`src/rtl/alu_ctrl_pkg.sv`:
```
// Shared types and constants for the ALU control sequencer.
// Optional feature macro: ALU_CTRL_ILLEGAL_TRAP_EN (illegal opcodes trap to HALT).
package alu_ctrl_pkg;

   localparam int unsigned INSTR_W     = 16;
   localparam int unsigned MAJOR_MSB   = 15;
   localparam int unsigned MAJOR_LSB   = 12;
   localparam int unsigned ALUOP_MSB   = 11;
   localparam int unsigned ALUOP_LSB   = 8;
   localparam int unsigned IMM_MSB     = 7;
   localparam int unsigned IMM_LSB     = 0;
   localparam int unsigned REG_MSB     = 2;
   localparam int unsigned REG_LSB     = 0;
   localparam int unsigned FIELD_OP_W  = ALUOP_MSB - ALUOP_LSB + 1;
   localparam int unsigned FIELD_IMM_W = IMM_MSB - IMM_LSB + 1;
   localparam int unsigned FIELD_REG_W = REG_MSB - REG_LSB + 1;

   localparam logic [2:0] ST_IDLE   = 3'd0;
   localparam logic [2:0] ST_FETCH  = 3'd1;
   localparam logic [2:0] ST_DECODE = 3'd2;
   localparam logic [2:0] ST_EXEC   = 3'd3;
   localparam logic [2:0] ST_MEM    = 3'd4;
   localparam logic [2:0] ST_HALT   = 3'd5;

   typedef enum logic [3:0] {
      OP_NOP     = 4'h0,
      OP_ALU_REG = 4'h1,
      OP_ALU_IMM = 4'h2,
      OP_ALU_MEM = 4'h3,
      OP_STORE   = 4'h4,
      OP_JMP     = 4'h5,
      OP_JC      = 4'h6,
      OP_JZ      = 4'h7,
      OP_HALT    = 4'hF
   } major_op_e;

   typedef enum logic [1:0] {
      BR_NONE = 2'd0,
      BR_JMP  = 2'd1,
      BR_JC   = 2'd2,
      BR_JZ   = 2'd3
   } branch_e;

   typedef struct packed {
      logic                   acu_ce;       // instruction loads the accumulator
      logic                   direct_load;  // operand is the immediate field
      logic                   mem_rd;       // operand comes from data memory
      logic                   rf_ce;        // accumulator written to register file
      logic                   use_reg;      // register address field is meaningful
      branch_e                branch;
      logic                   halt;
      logic                   illegal;
      logic [FIELD_OP_W-1:0]  opcode;
      logic [FIELD_IMM_W-1:0] imm;
      logic [FIELD_REG_W-1:0] reg_addr;
   } ctrl_word_t;

endpackage

```
`src/rtl/alu_ctrl_decode.sv`:
```
// Combinational instruction decoder: 16-bit instruction -> control word.
// Optional feature macro: ALU_CTRL_ILLEGAL_TRAP_EN flags unknown major ops as illegal.
module alu_ctrl_decode
   import alu_ctrl_pkg::*;
(
   input  logic [INSTR_W-1:0] i_instr,
   output ctrl_word_t         o_ctrl
);

   // Map the major opcode onto control-word fields
   always_comb begin
      o_ctrl          = '0;
      o_ctrl.branch   = BR_NONE;
      o_ctrl.opcode   = i_instr[ALUOP_MSB:ALUOP_LSB];
      o_ctrl.imm      = i_instr[IMM_MSB:IMM_LSB];
      o_ctrl.reg_addr = i_instr[REG_MSB:REG_LSB];
      case (i_instr[MAJOR_MSB:MAJOR_LSB])
         OP_NOP:     ;
         OP_ALU_REG: begin o_ctrl.acu_ce = 1'b1; o_ctrl.use_reg = 1'b1; end
         OP_ALU_IMM: begin o_ctrl.acu_ce = 1'b1; o_ctrl.direct_load = 1'b1; end
         OP_ALU_MEM: begin o_ctrl.acu_ce = 1'b1; o_ctrl.mem_rd = 1'b1; end
         OP_STORE:   begin o_ctrl.rf_ce = 1'b1; o_ctrl.use_reg = 1'b1; end
         OP_JMP:     o_ctrl.branch = BR_JMP;
         OP_JC:      o_ctrl.branch = BR_JC;
         OP_JZ:      o_ctrl.branch = BR_JZ;
         OP_HALT:    o_ctrl.halt = 1'b1;
         default: begin
`ifdef ALU_CTRL_ILLEGAL_TRAP_EN
            o_ctrl.illegal = 1'b1;
`endif
         end
      endcase
   end

endmodule

```
`src/rtl/alu_ctrl_sequencer.sv`:
```
// Instruction sequencer: fetches from a synchronous ROM, decodes, and drives
// one-cycle ALU control strobes. All outputs are registered and aligned with
// the FSM state they belong to.
// Optional feature macro: ALU_CTRL_ILLEGAL_TRAP_EN (illegal op -> o_illegal, HALT).
module alu_ctrl_sequencer
   import alu_ctrl_pkg::*;
#(
   parameter int unsigned DATA_WIDTH = 8,
   parameter int unsigned PC_WIDTH   = 8,
   parameter int unsigned RF_ADDR_W  = 3,
   parameter int unsigned OPCODE_W   = 4
)(
   input  logic                  i_clk,
   input  logic                  i_rst,
   input  logic                  i_start,
   output logic [PC_WIDTH-1:0]   o_prog_addr,
   output logic                  o_prog_re,
   input  logic [INSTR_W-1:0]    i_prog_data,
   input  logic                  i_carry,
   input  logic [DATA_WIDTH-1:0] i_acumulator,
   output logic [OPCODE_W-1:0]   o_operation_code,
   output logic                  o_acumulator_ce,
   output logic                  o_register_file_ce,
   output logic [RF_ADDR_W-1:0]  o_register_file_mux_addr,
   output logic                  o_data_memory_read_enable,
   output logic [DATA_WIDTH-1:0] o_data_memory_addr,
   output logic [DATA_WIDTH-1:0] o_direct_data,
   output logic                  o_direct_load,
   output logic                  o_halted,
   output logic                  o_illegal
);

   logic [2:0]            state_q, state_d;
   logic [PC_WIDTH-1:0]   pc_q, pc_d;
   logic [INSTR_W-1:0]    instr_q, instr_d, instr_sel;
   logic                  illegal_q, illegal_d;
   logic                  prog_re_q, prog_re_d;
   logic [OPCODE_W-1:0]   opcode_q, opcode_d;
   logic                  acu_ce_q, acu_ce_d;
   logic                  rf_ce_q, rf_ce_d;
   logic [RF_ADDR_W-1:0]  rf_addr_q, rf_addr_d;
   logic                  dm_re_q, dm_re_d;
   logic [DATA_WIDTH-1:0] dm_addr_q, dm_addr_d;
   logic [DATA_WIDTH-1:0] direct_data_q, direct_data_d;
   logic                  direct_load_q, direct_load_d;
   logic                  halted_q, halted_d;
   ctrl_word_t            ctrl;
   logic                  taken_c;

   // Decode the ROM word directly in DECODE so EXEC outputs can be registered
   always_comb instr_sel = (state_q == ST_DECODE) ? i_prog_data : instr_q;

   alu_ctrl_decode u_decode (
      .i_instr (instr_sel),
      .o_ctrl  (ctrl)
   );

   // Branch condition evaluated against live ALU flags during EXEC
   always_comb begin
      taken_c = 1'b0;
      case (ctrl.branch)
         BR_JMP:  taken_c = 1'b1;
         BR_JC:   taken_c = i_carry;
         BR_JZ:   taken_c = (i_acumulator == '0);
         default: taken_c = 1'b0;
      endcase
   end

   // Next state, PC, instruction register and sticky illegal flag
   always_comb begin
      state_d   = state_q;
      pc_d      = pc_q;
      instr_d   = instr_q;
      illegal_d = illegal_q;
      case (state_q)
         ST_IDLE, ST_HALT: begin
            if (i_start) begin
               state_d   = ST_FETCH;
               pc_d      = '0;
               illegal_d = 1'b0;
            end
         end
         ST_FETCH:  state_d = ST_DECODE;
         ST_DECODE: begin
            instr_d = i_prog_data;
            state_d = ST_EXEC;
         end
         ST_EXEC: begin
            if (ctrl.illegal) begin
               illegal_d = 1'b1;
               state_d   = ST_HALT;
            end else if (ctrl.halt) begin
               state_d = ST_HALT;
            end else if (ctrl.mem_rd) begin
               state_d = ST_MEM;
            end else begin
               state_d = ST_FETCH;
               pc_d    = taken_c ? PC_WIDTH'(ctrl.imm) : pc_q + PC_WIDTH'(1);
            end
         end
         ST_MEM: begin
            state_d = ST_FETCH;
            pc_d    = pc_q + PC_WIDTH'(1);
         end
         default: state_d = ST_IDLE;
      endcase
   end

   // Output register inputs, keyed on the state being entered
   always_comb begin
      prog_re_d     = (state_d == ST_FETCH);
      halted_d      = (state_d == ST_HALT);
      opcode_d      = '0;
      acu_ce_d      = 1'b0;
      rf_ce_d       = 1'b0;
      rf_addr_d     = '0;
      dm_re_d       = 1'b0;
      dm_addr_d     = '0;
      direct_data_d = '0;
      direct_load_d = 1'b0;
      if (state_d == ST_EXEC) begin
         acu_ce_d      = ctrl.acu_ce & ~ctrl.mem_rd;
         opcode_d      = acu_ce_d ? OPCODE_W'(ctrl.opcode) : '0;
         direct_load_d = ctrl.direct_load;
         direct_data_d = ctrl.direct_load ? DATA_WIDTH'(ctrl.imm) : '0;
         rf_ce_d       = ctrl.rf_ce;
         rf_addr_d     = ctrl.use_reg ? RF_ADDR_W'(ctrl.reg_addr) : '0;
         dm_re_d       = ctrl.mem_rd;
         dm_addr_d     = ctrl.mem_rd ? DATA_WIDTH'(ctrl.imm) : '0;
      end else if (state_d == ST_MEM) begin
         acu_ce_d  = 1'b1;
         opcode_d  = OPCODE_W'(ctrl.opcode);
         dm_re_d   = 1'b1;
         dm_addr_d = DATA_WIDTH'(ctrl.imm);
      end
   end

   // State and output registers
   always_ff @(posedge i_clk or negedge i_rst) begin
      if (!i_rst) begin
         state_q       <= ST_IDLE;
         pc_q          <= '0;
         instr_q       <= '0;
         illegal_q     <= 1'b0;
         prog_re_q     <= 1'b0;
         opcode_q      <= '0;
         acu_ce_q      <= 1'b0;
         rf_ce_q       <= 1'b0;
         rf_addr_q     <= '0;
         dm_re_q       <= 1'b0;
         dm_addr_q     <= '0;
         direct_data_q <= '0;
         direct_load_q <= 1'b0;
         halted_q      <= 1'b0;
      end else begin
         state_q       <= state_d;
         pc_q          <= pc_d;
         instr_q       <= instr_d;
         illegal_q     <= illegal_d;
         prog_re_q     <= prog_re_d;
         opcode_q      <= opcode_d;
         acu_ce_q      <= acu_ce_d;
         rf_ce_q       <= rf_ce_d;
         rf_addr_q     <= rf_addr_d;
         dm_re_q       <= dm_re_d;
         dm_addr_q     <= dm_addr_d;
         direct_data_q <= direct_data_d;
         direct_load_q <= direct_load_d;
         halted_q      <= halted_d;
      end
   end

   assign o_prog_addr               = pc_q;
   assign o_prog_re                 = prog_re_q;
   assign o_operation_code          = opcode_q;
   assign o_acumulator_ce           = acu_ce_q;
   assign o_register_file_ce        = rf_ce_q;
   assign o_register_file_mux_addr  = rf_addr_q;
   assign o_data_memory_read_enable = dm_re_q;
   assign o_data_memory_addr        = dm_addr_q;
   assign o_direct_data             = direct_data_q;
   assign o_direct_load             = direct_load_q;
   assign o_halted                  = halted_q;
   assign o_illegal                 = illegal_q;

endmodule
```
`config.mk`:
```
export PLATFORM = sky130hd
export DESIGN_NAME = alu_ctrl_sequencer
export DESIGN_NICKNAME = d
export VERILOG_FILES = /design/src/rtl/alu_ctrl_pkg.sv /design/src/rtl/alu_ctrl_decode.sv /design/src/rtl/alu_ctrl_sequencer.sv
export SDC_FILE = /design/constraint.sdc
export NUM_CORES = 1
export LEC_CHECK = 0
export CAP_MARGIN = 40
export CORE_MARGIN = 3
export CORE_UTILIZATION = 30
export DETAILED_ROUTE_END_ITERATION = 8
export PLACE_DENSITY = 0.59
export SETUP_SLACK_MARGIN = 0.3
export SYNTH_ARGS = -nofsm -noshare
export SYNTH_HDL_FRONTEND = slang
export SYNTH_SLANG_ARGS = --single-unit
```
`constraint.sdc`:
```
create_clock -name i_clk -period 2.5 [get_ports i_clk]
set_input_delay 0.5 -clock i_clk [delete_from_list [all_inputs] [get_ports i_clk]]
set_output_delay 0.5 -clock i_clk [all_outputs]
set_load 0.02 [all_outputs]
```
Word level (Yosys, flattened, before mapping)
Index checks and enable logic that the tools add are counted.
{ "totals": {"ff_bits": 56, "wordCells": 79, "inputBits": 28} }
{ "classes": {"n_reduce_logical": 7, "mux": 33, "add_sub_neg": 1, "eq_ne": 23, "bitwise": 2} }
{ "ops": {"columns": ["cell", "n"], "rows": [
  ["two-way mux 8 bit", 9],
  ["one-hot mux 8 bit (3 select lines)", 1],
  ["== test 4 x 3 -> 1 bit (second input constant)", 4],
  ["two-way mux 16 bit", 1],
  ["two-way mux 3 bit", 5],
  ["one-hot mux 3 bit (5 select lines)", 1],
  ["== test 3 bit (second input constant)", 4],
  ["two-way mux 4 bit", 3],
  ["two-way mux 1 bit", 11],
  ["== test 3 x 2 -> 1 bit (second input constant)", 3],
  ["adder 8 x 1 -> 8 bit (second input constant)", 1],
  ["== test 4 x 2 -> 1 bit (second input constant)", 2],
  ["zero test 8 bit", 1],
  ["== test 3 x 1 -> 1 bit (second input constant)", 2],
  ["inequality test 2 bit (second input constant)", 3],
  ["one-hot mux 2 bit (3 select lines)", 1],
  ["== test 2 bit (second input constant)", 2],
  ["== test 4 x 1 -> 1 bit (second input constant)", 1],
  ["== test 4 bit (second input constant)", 1],
  ["AND reduction 4 bit", 1],
  ["OR reduction 2 bit", 2],
  ["zero test 3 bit", 1],
  ["one-hot mux 1 bit (3 select lines)", 1],
  ["nonzero test 3 bit", 1],
  ["other kinds (4)", 4]
]} }

Logic depth before layout (Yosys ltp)
Gate-level depths: netlist (run 1).
{ "logic_depth": {"word_depth": 10, "depth_mapped": 7, "ltp_nobuf": 6} }

Hierarchy
A second synthesis (run 1) with hierarchy kept.
{ "hier_totals": {"cells_unflattened": 240, "hier_area_um2": 2635.0} }
{ "modules_own_cells": {"columns": ["module", "seq_area_each_um2", "cells_per_inst", "n_inst", "area_each_um2"], "rows": [
  ["alu_ctrl_sequencer", 1426.4, 210, 1, 2432.3],
  ["alu_ctrl_decode", 0.0, 30, 1, 202.7]
]} }

Least setup slack after synthesis (run 1)
Ideal clock, no wire load.
{ "synth_timing": {"path_type": "input to register", "start": "input port i_acumulator[5]", "end": "register pc_q[0], in the netlist o_prog_addr[0]", "t_arrival_ps": 1887, "setup_slack_ps": 526, "setup_ps": 87, "path_stages": 6, "cell_sequence": "or4_1 -> nor2_1 -> o22ai_2 -> buf_6 -> o311a_1 -> a211oi_2"} }
{ "synth_between": {"elab_chain_len": 6} }
{ "synth_rtl": {"columns": ["element", "line_no", "rtl"], "rows": [
  ["start: declaration", "alu_ctrl_sequencer.sv:20", "input logic [DATA_WIDTH-1:0] i_acumulator,"],
  ["zero test 8 bit", "alu_ctrl_sequencer.sv:64", "BR_JZ: taken_c = (i_acumulator == '0);"],
  ["one-hot mux 1 bit (3 select lines)", "alu_ctrl_sequencer.sv:61", "case (ctrl.branch)"],
  ["two-way mux 8 bit", "alu_ctrl_sequencer.sv:98", "pc_d = taken_c ? PC_WIDTH'(ctrl.imm) : pc_q + PC_WIDTH'(1);"],
  ["two-way mux 8 bit", "alu_ctrl_sequencer.sv:94", "end else if (ctrl.mem_rd) begin"],
  ["two-way mux 8 bit", "alu_ctrl_sequencer.sv:92", "end else if (ctrl.halt) begin"],
  ["one-hot mux 8 bit (3 select lines)", "alu_ctrl_sequencer.sv:75", "case (state_q)"],
  ["end signal: assignment", "alu_ctrl_sequencer.sv:157", "pc_q <= pc_d;"],
  ["end: declaration", "alu_ctrl_sequencer.sv:34", "logic [PC_WIDTH-1:0] pc_q, pc_d;"]
]} }
No other way between the ends. The select of a mux whose other input is x is not followed.
A chain may end at the register's enable or synchronous reset.

Final worst setup path (run 1)
Same ends and word-level chain as after synthesis.

==> results of run 1 <==
-- through the flow --
stage / power [mW] / utilization (%)
3_3_place_gp: 2.76 / 41.4
5_1_grt: 3.50 / 42.6
4_1_cts: 3.26 / 42.5
2_1_floorplan: 2.29 / -
6_report: 3.24 / 42.6
3_5_place_dp: 2.77 / 41.4
-- path summary, 6_finish.rpt --
| path | end | startpoint | slack (ns) |
|---|---|---|---|
| min | o_data_memory_addr[2] | i_rst | 0.09 |
| min in group i_clk | instr_q[11] | instr_q[11] | 0.50 |
| min reg2reg | instr_q[11] | instr_q[11] | 0.50 |
| max reg2reg | o_prog_addr[0] | state_q[0] | 0.48 |
| max in group asynchronous | state_q[1] | i_rst | 1.80 |
| max | o_prog_addr[0] | i_acumulator[5] | 0.42 |
-- power groups by stage --
stage | registers (mW) | clock network [mW] | logic, mW
floorplan | 1.38 | 0 | 0.906
global placement | 1.31 | 0 | 1.45
detailed placement | 1.31 | 0 | 1.46
CTS | 1.29 | 0.508 | 1.46
global route | 1.33 | 0.545 | 1.63
finish | 1.29 | 0.488 | 1.46
-- logic make-up (layout without fill, tap and decap cells) --
family          after synthesis  in the layout  synth area share [%]
buf+inv                      24             99                  4.98
fa+ha+maj                     1              1                 0.509
simple gates                 79             79                  16.5
mux                          21             21                  9.16
xor+xnor                      5              5                  1.78
compound gates               35             35                  9.97
flops                        56             56                  57.0
other cells                   1              1                 0.152
-- placed cells by master, fill, tap and decap left out, types with 8 or more instances in the layout --
cell type	synthesis	routed
nand2_1	10	10
o21ai_0	9	9
clkdlybuf4s50_1	0	63
inv_1	15	15
mux2_2	8	8
mux2i_1	12	12
nor2_1	35	34
dfrtp_1	56	56
buf_4	2	12
-- final cells by class --
type                            count  area [um2]  area share (%)
Multi-Input combinational cell    142         946            28.3
Clock inverter                      2        13.8           0.412
Tap cell                          102         128            3.82
Inverter                           15        56.3            1.68
Timing Repair Buffer               76         726            21.7
Clock buffer                        6        72.6            2.17
Sequential cell                    56        1400            41.9
-- metal layers --
layer | GRT usage (%) | share of wire [%]
met1 | 17.6 | 46
met5 | 0 | 0
met3 | 2.48 | 5.6
met4 | 3.15 | 0.78
met2 | 19.7 | 47
-- registers in the layout, summed over array words and instances, names as in the netlist, 3 cells and up --
| signal | flops |
|---|---|
| instr_q | 16 |
| o_prog_addr | 8 |
| o_direct_data | 8 |
| o_data_memory_addr | 8 |
| state_q | 3 |
| o_operation_code | 4 |
| o_register_file_mux_addr | 3 |
-- repair_timing --
| action | 4_1_cts | 5_1_grt |
|---|---|---|
| buffers inserted | 0 | 0 |
| setup endpoints to repair | 0 | 3 |
| resized for setup | 0 | 2 |
-- critical path: cells and delay by family --
kind	cells	cell delay (ns)
AO/OA/AOI/OAI	3	0.67
buffers and inverters	1	0.39
AND/OR/NAND/NOR	2	0.76
==> metrics.md, run 1 <==
| Metric | Value |
|---|---|
| Starting density of the core | 31.3% |
| Crit Path Max Fanout | 9 |
| Syn Inst Count | ~220 |
| Total Wirelength | 5500 um |
| Clock-pin slew on the worst setup and hold paths | 0.11 ns |
| Critical path's largest stage delay | 0.54 ns |
| Crit-path cells | clkdlybuf4s50_1 > or4_1 > nor2_2 > o22ai_4 > o311a_1 > a211oi_2 |
| Site row count | 32 |
| Post-DRT Antenna Nets | 0 |
| Clk_skew | approximately 0.016 ns |
| Switch Pwr | 1.24 mW |
| Outcome | complete, no violations |
| Reg power frac | 39.8% |
| Top_reg_cell synth | dfrtp_1 |
| HPWL Detailed | around 4200 um |
| Switching share of power | approximately two fifths |
| Max IR drop VDD | 0.391 mV |
| Sequential area share after synthesis | 57.0% |
| Ant. Diodes | 0 |
| Syn_area_per_cell | about 11 um2 |
| Least-Margin Pin Slew | 0.570 ns |
| Clock Tree Buf Depth | 2 |
| Post-synth EDFFs | 0 |
| Worst Path Required | 2.73 ns |
| PD cells | 968 nW/um2 |
| Routability cong. | approximately 0.82 |
| Die height | 96.6 um |
| Yosys warns | 0 |
| Synth top area share | 57.0% |
| Final Max Tran Viols | 0 |
| Setup TNS | 0 ns |
| Cells after DPL | ~390 |
| IO Pins | 66 |
| Critical setup path kind | input port to flop |
| Clock sinks | 56 |
| Die X | 96.6 um |
| Synth area leader | dfrtp_1 |
| #FFs+latches synth | 56 |
| Clock share of power | 15.1% |
| Vias per cell | around 4.6 |
| Top cells by area, synth | dfrtp_1 (57%), nor2_1 (5.3%), mux2i_1 (4.9%) |
| GR Overflow Total | 0 |
| Pleak | 1.49 nW |
| DR vias | between 1500 and 2000 |
| Hold buffer count at CTS | 0 |
| WL per Instance | 13.8 um |
| Mapped Nets | roughly 250 |
| Maximum clock rate | 0.482 GHz |
| Port Buffer Count | 64 |
| Relative slew slack | 61.6% |
| Layout cells sized above 1 | 11.4% |
| Internal Power | roughly 2.0 mW |
| Period utilization | about 83% |
| Max stage delay cell, worst path | or4_1 |
| Largest net degree at the start of global routing | 24 |
| Vias in the first global route | 1777 |
| Hold Slack | 0.0933 ns |
| Pre-CTS worst setup slack | 0.0192 ns |
| Setup crit end kind | flop |
| Cell Area, Synth | 2460 um2 |
| Non-Filler Instances | 399 |
| Placed Area | 3250 um2 |
| Synth top cells by count | dfrtp_1 (56), nor2_1 (35), inv_1 (15) |
| Setup violators final | 0 |
| Top-count cell post-synth | dfrtp_1 |
| First-pass GRT wire length | approximately 8900 um |
| CP Launch Type | input port |
| Area added between synthesis and finish | 35.9% |
| Htree depth | 2 |
| Core ar. | 7850 um2 |
| DR pass1 iterations | 4 |
| Filler cells | 784 |
| Post-synth ARST share | 100% |
| Combinational share of power | 45.1% |
| Worst-case reg-to-reg path depth | 6 |
| Worst min-delay path class | input port to asynchronous set/reset pin |
| CTS tree | yes |
| Die area | roughly 9300 um2 |
| Synth cell types | 51 |
| Initial DRC Count | 66 |
| Total GRT Usage | between 10% and 20% |
| Initial antenna violation count | 0 |
| Clk Latency, worst-skew pair | around 0.31 ns |
| Total CTS buffers | 5 |
| Slack of the critical path | 0.425 ns |
| MaxCap Viol Count | 0 |
| Final instance area | 3340 um2 |
| Unrepaired setup endpoints after global routing | no |
| Final Critical Period | 2.08 ns |
| Clk Tree Root Cell | clkbuf_8 |
| Fin. Hold Viols | 0 |
| Layout net count | 325 |
| Crit path DAT | 2.31 ns |
| DR DRC count | 0 |
Note: power is estimated with default switching activity, not from simulation.
==> inputs of run 2 (changes only) <==
PLACE_DENSITY = 0.61   (was 0.59)
clock period = 1.8 ns   (was 2.5 ns; I/O delays follow)
==> run 2 against run 1 <==
  * The run now ends with negative setup slack left
  * Critical path depth did not move
  * Cell count rose by 5.3%
  * Count of clock-buffer cells in the layout fell by 1
  * Routed wire length rose by 7.9%
  * Register-to-register slack got worse by 0.49 ns
  * Critical endpoint is now o_prog_addr[3]
  * Largest power group unchanged
==> metrics.md, run 2 (same netlist as run 1, synthesis figures left out) <==
| Metric | Value |
|---|---|
| DR vias | 1945 (+6.0%) |
| Clock-pin slew on the worst setup and hold paths | 0.11 ns (about the same) |
| Design Power | 5.19 mW (+60%) |
| Vias per cell | 4.63 (+0.69%) |
| Crit path DAT | 2.01 ns (-0.30 ns) |
| Slack of the critical path | -0.0148 ns (-0.440 ns) |
| Crit Path Max Fanout | 8 (-1) |
| Post-DRT Antenna Nets | 0 (unchanged) |
| Pre-CTS worst setup slack | -0.435 ns (-0.454 ns) |
| Worst Path Required | 1.99 ns (-0.74 ns) |
| Initial DRC Count | 59 (-11%) |
| Total GRT Usage | 13.7% (+1.2 points) |
| Final Max Tran Viols | 0 (unchanged) |
| Routability cong. | 0.876 (+6.2%) |
| IO Pins | 66 (unchanged) |
| Largest register FFs | 16 (unchanged) |
| Vias in the first global route | 1994 (+12%) |
| Pleak | 1.80 nW (+21%) |
| Clk_skew | 0.0126 ns (-0.00305 ns) |
| Largest net degree at the start of global routing | 36 (+50%) |
| Total CTS buffers | 5 (unchanged) |
| CP Launch Type | flop |
| Port Buffer Count | 64 (unchanged) |
| Most frequent cells in the layout | dfrtp_1 (55), dlygate4sd2_1 (39), nor2_1 (33) |
| WL per Instance | 14.1 um (+2.5%) |
| HPWL Detailed | 4410 um (+5.6%) |
| Total Wirelength | 5940 um (+7.9%) |
| Setup violators final | 2 (+2) |
| Worst Setup SP | state_q[0] |
| R2r endpoint | o_prog_addr[3] |
| Period utilization | 101% |
| DR DRC count | 0 (unchanged) |
| Die X | 96.6 um (unchanged) |
| Least-Margin Pin Slew | 0.631 ns (+0.0618 ns) |
| Setup crit end kind | flop |
| First-pass GRT wire length | 9760 um (+10%) |
| Unrepaired setup endpoints after global routing | yes |
| Critical setup path kind | flop to flop |
| Die area | 9320 um2 (unchanged) |
| Placed Area | 3400 um2 (+4.8%) |
| Max IR drop VDD | 0.572 mV (+46%) |
| CTS tree | yes |
| Initial antenna violation count | 0 (unchanged) |
| Ant. Diodes | 0 (unchanged) |
| Die height | 96.6 um (unchanged) |
| Worst-case reg-to-reg path depth | 6 (unchanged) |
| Relative slew slack | 57.5% (-4.2 points) |
| Filler cells | 755 (-3.7%) |
| Failing checks | negative setup slack |
| DR pass1 iterations | 4 (unchanged) |
| Clock Tree Buf Depth | 2 (unchanged) |
| Area added between synthesis and finish | 47.8% |
| Most flops, register | instr_q |
| Clock sinks | 56 (unchanged) |
| Worst min-delay path class | input port to asynchronous set/reset pin |
| PD cells | 1430 nW/um2 (+48%) |
| GR Overflow Total | 0 (unchanged) |
| Maximum clock rate | about 0.55 GHz |
| Final instance area | 3640 um2 (+8.8%) |
| Commonest non-fill, non-tap cell in the layout | dfrtp_1 |
| R2R setup slack | -0.01 ns (-0.49 ns) |
| Final Critical Period | 1.81 ns |
| Site row count | 32 (unchanged) |
| Starting density of the core | 31.3% (unchanged) |
| Outcome | complete, but fails checks |
| Critical R2R Launch | state_q[0] |
| Layout net count | 346 (+6.5%) |
| Clk Latency, worst-skew pair | 0.31 ns (about the same) |
| Fin. Hold Viols | 0 (unchanged) |
| MaxCap Viol Count | 0 (unchanged) |
| Core ar. | 7850 um2 (unchanged) |
| Clk Tree Root Cell | clkbuf_8 |
| Layout cells sized above 1 | 23.6% (+12 points) |
| Htree depth | 2 (unchanged) |
-- run 2: changes by cell type in the layout (fill, tap and decap cells not counted), sizes merged --
cell,before,now
clkdlybuf4s50,63,21
dlygate4sd3,0,1
clkdlybuf4s15,0,1
clkbuf,6,7
dlygate4sd2,0,39
buf,13,33
inv,16,17
-- run 2: timing repair --
item	CTS	global route
setup endpoints to repair	79	52
buffers inserted	0	0
hold endpoints to repair	2	0
gates resized for setup	65	17
gates cloned	0	0
pin swaps	7	3
hold buffers	1	0
-- run 2: where the power goes --
part | leakage [nW] | switching (mW) | total (mW) | internal [mW]
Clock | 0.0504 | 0.437 | 0.724 | 0.288
Combinational | 1.02 | 1.32 | 2.62 | 1.30
Sequential | 0.735 | 0.259 | 1.85 | 1.59
Total | 1.80 | 2.01 | 5.19 | 3.18
-- run 2: worst max-delay path, cell delays in order (launching register included) --
cell and delay [ns]:
dfrtp_1 0.42, nor3b_4 0.23, mux2_4 0.35, o22ai_4 0.25, buf_6 0.16, mux2i_1 0.18
o311ai_1 0.11
-- run 2: final cells by class --
| type | instances | area [um2] | area share, % |
|---|---|---|---|
| clock inverters | 3 | 25.0 | 0.688 |
| well taps | 102 | 128 | 3.51 |
| inverters | 15 | 56.3 | 1.55 |
| clock buffers | 5 | 68.8 | 1.89 |
| repair buffers | 97 | 851 | 23.4 |
| multi-input cells | 142 | 1100 | 30.4 |
| flip-flops and latches | 56 | 1400 | 38.6 |
-- run 2: worst max path at each step --
| stage | end | slack (ns) | cells after the start |
|---|---|---|---|
| CTS | o_prog_addr[5] | -0.03 | 6 |
| global route | o_prog_addr[4] | -0.11 | 6 |
| global placement | o_prog_addr[0] | -0.41 | 6 |
| finish | o_prog_addr[3] | -0.01 | 6 |
| floorplan | o_operation_code[2] | -0.02 | 6 |
| detailed placement | o_prog_addr[0] | -0.44 | 6 |
-- run 2: per-stage QoR --
stage	utilization [%]	hold WS [ns]	setup TNS [ns]	instances
global placement	43.4	0.164	-3.08	411
finish	46.3	0.373	-0.0181	420
detailed placement	43.4	0.162	-3.33	411
CTS	45.6	0.359	-0.0882	420
floorplan	-	0.0644	-0.0424	222
global route	46.3	0.355	-0.640	420
-- run 2: per-layer routing --
layer | global-route usage, % | wire [um] | part of all wire, % | vias up
met5 | 0 | 0 | 0 | -
met4 | 2.69 | 31 | 0.52 | 0
met3 | 4.18 | 369 | 6.2 | 4
met2 | 22.8 | 2850 | 48 | 54
met1 | 17.7 | 2680 | 45 | 933
li1 | - | - | - | 954
==> inputs of run 3 (changes only) <==
PLACE_DENSITY = 0.66   (was 0.61)
==> run 3 against run 2 <==
  * The run still ends with negative setup slack left
  * Clock power increased by 18%
  * Power increased by 17%
  * Cell area increased by 10%
  * Combinational power increased by 29%
  * Setup slack got worse by 0.0068 ns
  * Global-route usage decreased by 0.089 points
  * Count of clock-buffer cells in the layout increased by 1
  * Routed wire length increased by 6.0%
  * Maximum frequency decreased by 0.38%
  * Non-clock buffer count increased by 12
  * Critical path type unchanged
  * Highest routed layer unchanged
==> metrics.md, run 3 (same netlist as run 1, synthesis figures left out) <==
| Metric | Value |
|---|---|
| Pre-CTS worst setup slack | -0.453 ns (-0.0182 ns) |
| Largest net degree at the start of global routing | 57 (+58%) |
| Period utilization | 101% (+0.38 points) |
| Fin. Hold Viols | 0 (unchanged) |
| Total CTS buffers | 5 (unchanged) |
| PD cells | 1520 nW/um2 (+6.3%) |
| Crit Path Max Fanout | 7 (-1) |
| Final Critical Period | 1.82 ns (+0.00685 ns) |
| Layout cells sized above 1 | 34.8% (+11 points) |
| First-pass GRT wire length | 9650 um (-1.1%) |
| Site row count | 32 (unchanged) |
| Setup crit end kind | flop |
| Starting density of the core | 31.3% (unchanged) |
| Post-DRT Antenna Nets | 0 (unchanged) |
| WL per Instance | 14.6 um (+3.1%) |
| Slack of the critical path | -0.0216 ns (-0.00685 ns) |
| Die X | 96.6 um (unchanged) |
| Crit-path cells | nor3b_4 > mux2_4 > o22ai_4 > buf_6 > mux2i_1 > o311ai_1 |
| Critical setup path kind | flop to flop |
| Crit path DAT | 2.00 ns (about the same) |
| IO Pins | 66 (unchanged) |
| Commonest non-fill, non-tap cell in the layout | dfrtp_1 |
| Setup violators final | 3 (+1) |
| Clk Tree Root Cell | clkbuf_8 |
| Worst Path Required | 1.98 ns (about the same) |
| Final Max Tran Viols | 0 (unchanged) |
| Clk Latency, worst-skew pair | 0.30 ns (about the same) |
| Vias per cell | 4.74 (+2.4%) |
| Clock Tree Buf Depth | 2 (unchanged) |
| Setup TNS | -0.0263 ns (-0.00814 ns) |
| Max IR drop VDD | 0.734 mV (+28%) |
| Die height | 96.6 um (unchanged) |
| Port Buffer Count | 64 (unchanged) |
| GR Overflow Total | 0 (unchanged) |
| Fin util | 51.1% (+4.8 points) |
| Unrepaired setup endpoints after global routing | yes |
| Total GRT Usage | 13.6% (-0.089 points) |
| Initial DRC Count | 64 (+8.5%) |
| Area added between synthesis and finish | 63.0% |
| DR vias | 2048 (+5.3%) |
| Die area | 9320 um2 (unchanged) |
| Clk_skew | 0.00580 ns (-0.00676 ns) |
| Most flops, register | instr_q |
| MaxCap Viol Count | 0 (unchanged) |
| Largest register FFs | 16 (unchanged) |
| Routability cong. | 0.822 (-6.2%) |
| Worst min-delay path class | input port to asynchronous set/reset pin |
| Design Power | 6.09 mW (+17%) |
| Initial antenna violation count | 0 (unchanged) |
| Max stage delay cell, worst path | dfrtp_1 |
| DR DRC count | 0 (unchanged) |
| DR pass1 iterations | 5 (+1) |
| Clock sinks | 56 (unchanged) |
| Most frequent cells in the layout | dfrtp_1 (56), dlygate4sd2_1 (39), buf_4 (20) |
| Layout net count | 358 (+3.5%) |
| Total Wirelength | 6290 um (+6.0%) |
| Cell family with most CP delay | multiplexers |
| CTS tree | yes |
| Failing checks | negative setup slack |
| Critical path's largest stage delay | 0.42 ns (about the same) |
| Ant. Diodes | 0 (unchanged) |
| Vias in the first global route | 1933 (-3.1%) |
| Pleak | 1.96 nW (+8.8%) |
| Clock-pin slew on the worst setup and hold paths | 0.10 ns (about the same) |
| Outcome | complete, but fails checks |
| CP Launch Type | flop |
| Buffer and inverter count on the worst path | 1 (unchanged) |
| HPWL Detailed | 4310 um (-2.3%) |
| Maximum clock rate | 0.549 GHz (-0.38%) |
| Core ar. | 7850 um2 (unchanged) |
| Htree depth | 2 (unchanged) |
==> run 3: cell count changes in the layout (fill, tap and decap cells not counted), moves of 3 or more <==
cell             change
buf_4                -9
nor2_2               +5
clkdlybuf4s50_1      -3
nor2_1              -14
mux2_2               -8
inv_2                +7
inv_1                -7
nor2_4               +9
mux2_4               +8
buf_6               +18
==> run 3: final cells by class <==
| cell class | count | area (um2) |
|---|---|---|
| clock buffers | 6 | 82.6 |
| clock inverters | 2 | 38.8 |
| fillers | 733 | 3840 |
| inverters | 15 | 56.3 |
| multi-input cells | 142 | 1240 |
| flip-flops and latches | 56 | 1400 |
| well taps | 102 | 128 |
| repair buffers | 109 | 1060 |
==> run 3: final timing paths <==
kind,startpoint,to,slack (ns),cells past startpoint
max reg2reg,state_q[0],o_prog_addr[3],-0.02,6
max,state_q[0],o_prog_addr[3],-0.02,6
min reg2reg,instr_q[8],instr_q[8],0.50,1
max in group asynchronous,i_rst,instr_q[14],1.51,2
min in group i_clk,i_prog_data[12],instr_q[12],0.40,2
min,i_rst,o_direct_data[6],0.04,2
==> run 3: power breakdown <==
| group | switching (mW) | internal, mW |
|---|---|---|
| clock | 0.402 | 0.455 |
| combinational | 1.60 | 1.79 |
| sequential | 0.246 | 1.59 |
==> run 3: routing by layer <==
metal | up-vias | global-route usage (%) | wire length [um]
met3 | 5 | 2.87 | 325
met5 | - | 0 | 0
met2 | 50 | 23.5 | 3250
met1 | 1008 | 17.3 | 2660
li1 | 985 | - | -
met4 | 0 | 3.50 | 49
==> run 3: metrics by stage <==
stage	cells	hold slack, ns	cell area, um2
3_5_place_dp	410	0.390	3410
6_report	432	0.0399	4010
5_1_grt	432	0.0564	4010
3_3_place_gp	410	0.384	3410
4_1_cts	423	0.0466	3700
2_1_floorplan	222	0.0644	2470
==> run 3: timing repair <==
| action | 4_1_cts | 5_1_grt |
|---|---|---|
| pin swaps | 5 | 10 |
| hold buffers | 0 | 0 |
| setup buffers | 4 | 8 |
| gates cloned | 1 | 1 |
| resized for setup | 79 | 75 |
| setup endpoints to repair | 82 | 55 |
==> variant 1: new RTL, settings of run 1 <==
Add an input register stage for `i_start`, `i_prog_data`, `i_carry` and `i_acumulator`; this delays them by one clock.
--- a/src/rtl/alu_ctrl_sequencer.sv
+++ b/src/rtl/alu_ctrl_sequencer.sv
@@ -30,6 +30,18 @@
    output logic                  o_illegal
 );
 
+   logic i_start_q;
+   logic [INSTR_W-1:0] i_prog_data_q;
+   logic i_carry_q;
+   logic [DATA_WIDTH-1:0] i_acumulator_q;
+
+   always_ff @(posedge i_clk) begin
+      i_start_q      <= i_start;
+      i_prog_data_q  <= i_prog_data;
+      i_carry_q      <= i_carry;
+      i_acumulator_q <= i_acumulator;
+   end
+
    logic [2:0]            state_q, state_d;
    logic [PC_WIDTH-1:0]   pc_q, pc_d;
    logic [INSTR_W-1:0]    instr_q, instr_d, instr_sel;
@@ -48,7 +60,7 @@
    logic                  taken_c;
 
    // Decode the ROM word directly in DECODE so EXEC outputs can be registered
-   always_comb instr_sel = (state_q == ST_DECODE) ? i_prog_data : instr_q;
+   always_comb instr_sel = (state_q == ST_DECODE) ? i_prog_data_q : instr_q;
 
    alu_ctrl_decode u_decode (
       .i_instr (instr_sel),
@@ -60,8 +72,8 @@
       taken_c = 1'b0;
       case (ctrl.branch)
          BR_JMP:  taken_c = 1'b1;
-         BR_JC:   taken_c = i_carry;
-         BR_JZ:   taken_c = (i_acumulator == '0);
+         BR_JC:   taken_c = i_carry_q;
+         BR_JZ:   taken_c = (i_acumulator_q == '0);
          default: taken_c = 1'b0;
       endcase
    end
@@ -74,7 +86,7 @@
       illegal_d = illegal_q;
       case (state_q)
          ST_IDLE, ST_HALT: begin
-            if (i_start) begin
+            if (i_start_q) begin
                state_d   = ST_FETCH;
                pc_d      = '0;
                illegal_d = 1'b0;
@@ -82,7 +94,7 @@
          end
          ST_FETCH:  state_d = ST_DECODE;
          ST_DECODE: begin
-            instr_d = i_prog_data;
+            instr_d = i_prog_data_q;
             state_d = ST_EXEC;
          end
          ST_EXEC: begin
Check against the original RTL: not equivalent (Yosys sat finds a counterexample within 4 cycles, from zero or initial values and one cycle with i_rst low).
==> variant 1 against run 1 <==
Final area grew 25%. Count of clock-buffer cells in the layout increased by 5. Synthesized cell count rose by 11%. Routed wire length up 14%. Worst setup slack worse by 0.16 ns. Sequential cell count increased by 26. Total power grew 45%. Synthesized area increased by 23%. Highest routed layer unchanged. Sequential share of layout area increased by 4.3 points. Critical path type is now reg2reg. Core utilization hardly changed. Hold slack improved by 0.084 ns.
==> variant 1: results (changes against run 1) <==
stage,metric,value,unit,change
logic_synthesis,synth_xor_area_share,2.03,%,was 1.78%
clock_network,cts_buffers,9,,was 5
global_route,met1_usage,15.4,%,was 17.6%
place,dp_cells,447,,was 391
run_status,outcome,finished clean,,unchanged
layout,drive_gt1_share,18.1,%,was 11.4%
clock_network,clk_latency,0.34,ns,was 0.31 ns
logic_synthesis,synth_area_leaders,"dfrtp_1, dfxtp_1, mux2_2",,"was dfrtp_1, nor2_1, mux2i_1"
route,num_vias,2024,,was 1835
route,wl_per_cell,13.4,um,was 13.8 um
setup_path,slowest_delay,0.42,ns,was 0.54 ns
logic_synthesis,async_reset_ff_share,68.3,%,was 100%
global_route,grt_use_met3,3.04,%,was 2.48%
layout,nNetsFinal,361,,was 325
route,drt-initial-drc-count,82,,was 66
clock_network,clk_pin_slew,0.08,ns,was 0.11 ns
sta,tightest_slew,0.654,ns,was 0.570 ns
global_route,met2_usage,18.3,%,was 19.7%
place,dp_hpwl,4380,um,was 4180 um
logic_synthesis,synth_cell_types,50,,was 51
logic_synthesis,synth_compound_area_share,6.33,%,was 9.97%
pwr,vdd_drop_max,0.365,mV,was 0.391 mV
pwr,power_switching,0.00159,W,was 0.00124 W
setup_path,critPathMaxFanout,6,,was 9
logic_synthesis,synth_common_cells,"dfrtp_1, nor2_1, dfxtp_1, inv_1, nand2_1",,"was dfrtp_1, nor2_1, inv_1, mux2i_1, nand2_1"
logic_synthesis,syn_avg_cell_area,12.2,um^2,was 11.1 um^2
global_route,grt_pass1_vias,2052,,was 1777
logic_synthesis,syn_nets,276,,was 251
setup_path,arrival,2.46,ns,was 2.31 ns
sta,fin_skew,0.00596,ns,was 0.0156 ns
place,place.gp.congestion,0.798,,was 0.825
logic_synthesis,yosysSeqAreaShare,63.5,%,was 57.0%
clock_network,ctsHtreeMaxLevel,3,,was 2
## variant 1: metal layers
layer	vias up	share of wire, %
li1	993	-
met1	976	47
met2	42	47
met3	13	4.3
met4	0	1.9
met5	-	0
## variant 1: worst paths after layout
path                       slack [ns]  depth (start not counted)               from                    end
min                              0.18                          1              i_rst  o_data_memory_addr[7]
max                              0.27                          8         state_q[2]         o_prog_addr[2]
min in group i_clk               0.48                          1  i_prog_data_q[10]            instr_q[10]
max in group asynchronous        1.74                          2              i_rst       o_direct_data[6]
max reg2reg                      0.27                          8         state_q[2]         o_prog_addr[2]
min reg2reg                      0.48                          1  i_prog_data_q[10]            instr_q[10]
## variant 1: area by class of cell
cell class / instances / area, um^2
Tap cell: 133 / 166
Inverter: 15 / 56.3
Fill cell: 956 / 5610
Multi-Input combinational cell: 142 / 1010
Timing Repair Buffer: 82 / 795
Sequential cell: 82 / 1920
Clock buffer: 11 / 131
Clock inverter: 5 / 78.8
## variant 1: kinds of logic after synthesis
| group | after synthesis |
|---|---|
| buf+inv | 23 |
| xor+xnor | 7 |
| compound gates | 26 |
| mux | 20 |
| simple gates | 87 |
| fa+ha+maj | 1 |
| other cells | 1 |
| flops | 82 |
## variant 1: metrics by stage
stage	power [W]	setup WS, ns	utilization [%]	hold slack [ns]	instance area (um^2)
2_1_floorplan	0.00296	0.314	-	0.204	3030
3_3_place_gp	0.00346	0.227	39.3	0.473	3840
3_5_place_dp	0.00350	0.168	39.3	0.470	3840
4_1_cts	0.00466	0.284	42.3	0.203	4130
5_1_grt	0.00499	0.184	42.6	0.221	4160
6_report	0.00468	0.265	42.6	0.177	4160
## variant 1: timing repair
action	in CTS	in global routing
cloned	1	0
hold buffers	0	0
pin swaps	6	2
endpoints found under the hold margin	0	0
buffers inserted	5	1
resized for setup	7	5
endpoints found under the setup margin	7	8
## variant 1: power by group through the flow
stage | Clock (W) | Combinational [W] | Sequential [W]
final | 0.00102 | 0.00188 | 0.00178
after global routing | 0.00111 | 0.00206 | 0.00181
after CTS | 0.00104 | 0.00184 | 0.00178
after detailed placement | 0 | 0.00170 | 0.00180
after global placement | 0 | 0.00167 | 0.00180
after floorplan | 0 | 0.00109 | 0.00188
==> variant 2: new RTL, config.mk and constraints of run 1 <==
Without the edit above. Add a define of `ALU_CTRL_ILLEGAL_TRAP_EN`.
--- a/src/rtl/alu_ctrl_decode.sv
+++ b/src/rtl/alu_ctrl_decode.sv
@@ -1,5 +1,7 @@
 // Combinational instruction decoder: 16-bit instruction -> control word.
 // Optional feature macro: ALU_CTRL_ILLEGAL_TRAP_EN flags unknown major ops as illegal.
+`define ALU_CTRL_ILLEGAL_TRAP_EN
+
 module alu_ctrl_decode
    import alu_ctrl_pkg::*;
 (
Check against the original RTL: not equivalent (Yosys sat finds a counterexample within 10 cycles, from zero or initial values and one cycle with i_rst low).
==> variant 2 against run 1 <==
Final area is 2.7% higher. Total power is 17% higher. Routed wire length is 4.1% higher. Synthesized cell count is 0.90% higher. Sequential cell count is 1 higher. Clock skew is 0.0068 ns lower. Worst setup slack better by 0.013 ns. Global-route usage is 0.55 points higher. Synthesized area is 1.8% lower. Critical endpoint is now o_prog_addr[7]. Largest power group unchanged.
==> variant 2: results (changes against run 1) <==
stage,metric,value,unit,change
run_status,outcome,finished clean,,unchanged
logic_synthesis,syn_nets,253,,was 251
pwr,clkPwrFrac,22.4,%,was 15.1%
clock_network,root_buffer,clkbuf_8,,unchanged
layout,diodes,0,,unchanged
pwr,switching_share,37.5,%,was 38.4%
clock_network,cts_buffers,9,,was 5
setup_path,r2r_slack,0.44,ns,was 0.48 ns
logic_synthesis,yosysWarnings,0,,unchanged
pwr,p_leak,1.59,nW,was 1.49 nW
route,drt-initial-drc-count,57,,was 66
global_route,grt_pass1_vias,1898,,was 1777
clock_network,cts_resized,0,,unchanged
route,first_pass_iters,4,,unchanged
route,wl,5720,um,was 5500 um
logic_synthesis,synth_common_cells,"dfrtp_1, nor2_1, nand2_1, inv_1, mux2i_1",,"was dfrtp_1, nor2_1, inv_1, mux2i_1, nand2_1"
setup_path,reg2reg_depth,7,,was 6
setup_path,rr_startpoint,state_q[1],,was state_q[0]
setup_path,r2r-end,o_prog_addr[7],,was o_prog_addr[0]
global_route,grt_max_degree,28,,was 24
place,place.gp.congestion,0.770,,was 0.825
logic_synthesis,async_reset_ff_share,100,%,unchanged
layout,largest_register_ffs,16,,unchanged
layout,top_register,instr_q,,unchanged
logic_synthesis,synth_cell_types,46,,was 51
layout,drive_gt1_share,11.0,%,was 11.4%
setup_path,critPathLaunch,i_acumulator[5],,unchanged
pwr,p_seq_share,36.3,%,was 39.8%
clock_network,cts_buffer_depth,2,,unchanged
clock_network,clk_pin_slew,0.07,ns,was 0.11 ns
clock_network,postCtsSetupRepairBufs,0,,unchanged
logic_synthesis,synth_area_leaders,"dfrtp_1, nor2_1, nand2_1",,"was dfrtp_1, nor2_1, mux2i_1"
setup_path,cp_slowest_cell,nor4_1,,was or4_1
clock_network,ctsHtreeMaxLevel,3,,was 2
setup_path,slowest_delay,0.41,ns,was 0.54 ns
worst_hold_path,min_path_type,in2async,,unchanged
pwr,vdd_drop_max,0.416,mV,was 0.391 mV
layout,nNetsFinal,332,,was 325
setup_path,arrival,2.28,ns,was 2.31 ns
place,placed_area,3240,um^2,was 3250 um^2
sta,fin_skew,0.00877,ns,was 0.0156 ns
sta,tightest_slew,0.896,ns,was 0.570 ns
clock_network,clk_latency,0.33,ns,was 0.31 ns
route,viasPerCell,4.58,,was 4.60
logic_synthesis,yosysSeqAreaShare,59.1,%,was 57.0%
global_route,grt_pass1_wl,9030,um,was 8850 um
place,dp_hpwl,4240,um,was 4180 um
place,io_buffers,65,,was 64
setup_path,critPathMaxFanout,13,,was 9
global_route,grt_use_total,13.0,%,was 12.5%
pwr,powerSeq,0.00137,W,was 0.00129 W
global_route,antenna_found_initial,0,,unchanged
variant 2: worst min path at each step:
stage | startpoint | end | slack [ns] | cells after the start
finish | i_rst | o_operation_code[3] | 0.16 | 1
global route | i_rst | instr_q[11] | 0.20 | 1
CTS | i_rst | o_operation_code[3] | 0.17 | 1
detailed placement | instr_q[10] | instr_q[10] | 0.45 | 2
global placement | instr_q[8] | instr_q[8] | 0.45 | 2
floorplan | i_rst | instr_q[0] | 0.20 | 0
variant 2: cell type report:
class | count | area (um^2)
clock inverter | 5 | 55.1
inverter | 12 | 45.0
clock buffer | 11 | 141
fill | 748 | 4330
tap | 102 | 128
sequential | 57 | 1430
multi-input combinational | 146 | 903
timing repair buffer | 77 | 736
variant 2: metrics by stage:
stage | total power, W | cells | worst slack (ns)
5_1_grt | 0.00404 | 410 | 0.317
2_1_floorplan | 0.00237 | 224 | 0.420
6_report | 0.00377 | 410 | 0.437
3_3_place_gp | 0.00294 | 394 | 0.124
4_1_cts | 0.00383 | 410 | 0.413
3_5_place_dp | 0.00297 | 394 | 0.0557
variant 2: logic make-up after synthesis:
logic type	Yosys count	synth area share (%)
adders and majority gates	1	0.518
DFF	57	59.1
xor gates and xnor gates	4	1.45
AOI/OAI and AO/OA	36	10.7
buffers and inverters	21	3.52
muxes	10	4.40
and+or+nand+nor	95	20.4
variant 2: metal layers:
metal	wire length, um	share of wire (%)	GRT usage (%)
met3	392	6.8	4.61
met5	0	0	0
met2	2700	47	20.7
met4	96	1.7	5.33
met1	2530	44	16.2
variant 2: critical path: cells and delay by family:
kind / cells / cell delay [ns]
compound gates: 3 / 0.62
simple gates: 2 / 0.55
buf+inv: 2 / 0.60
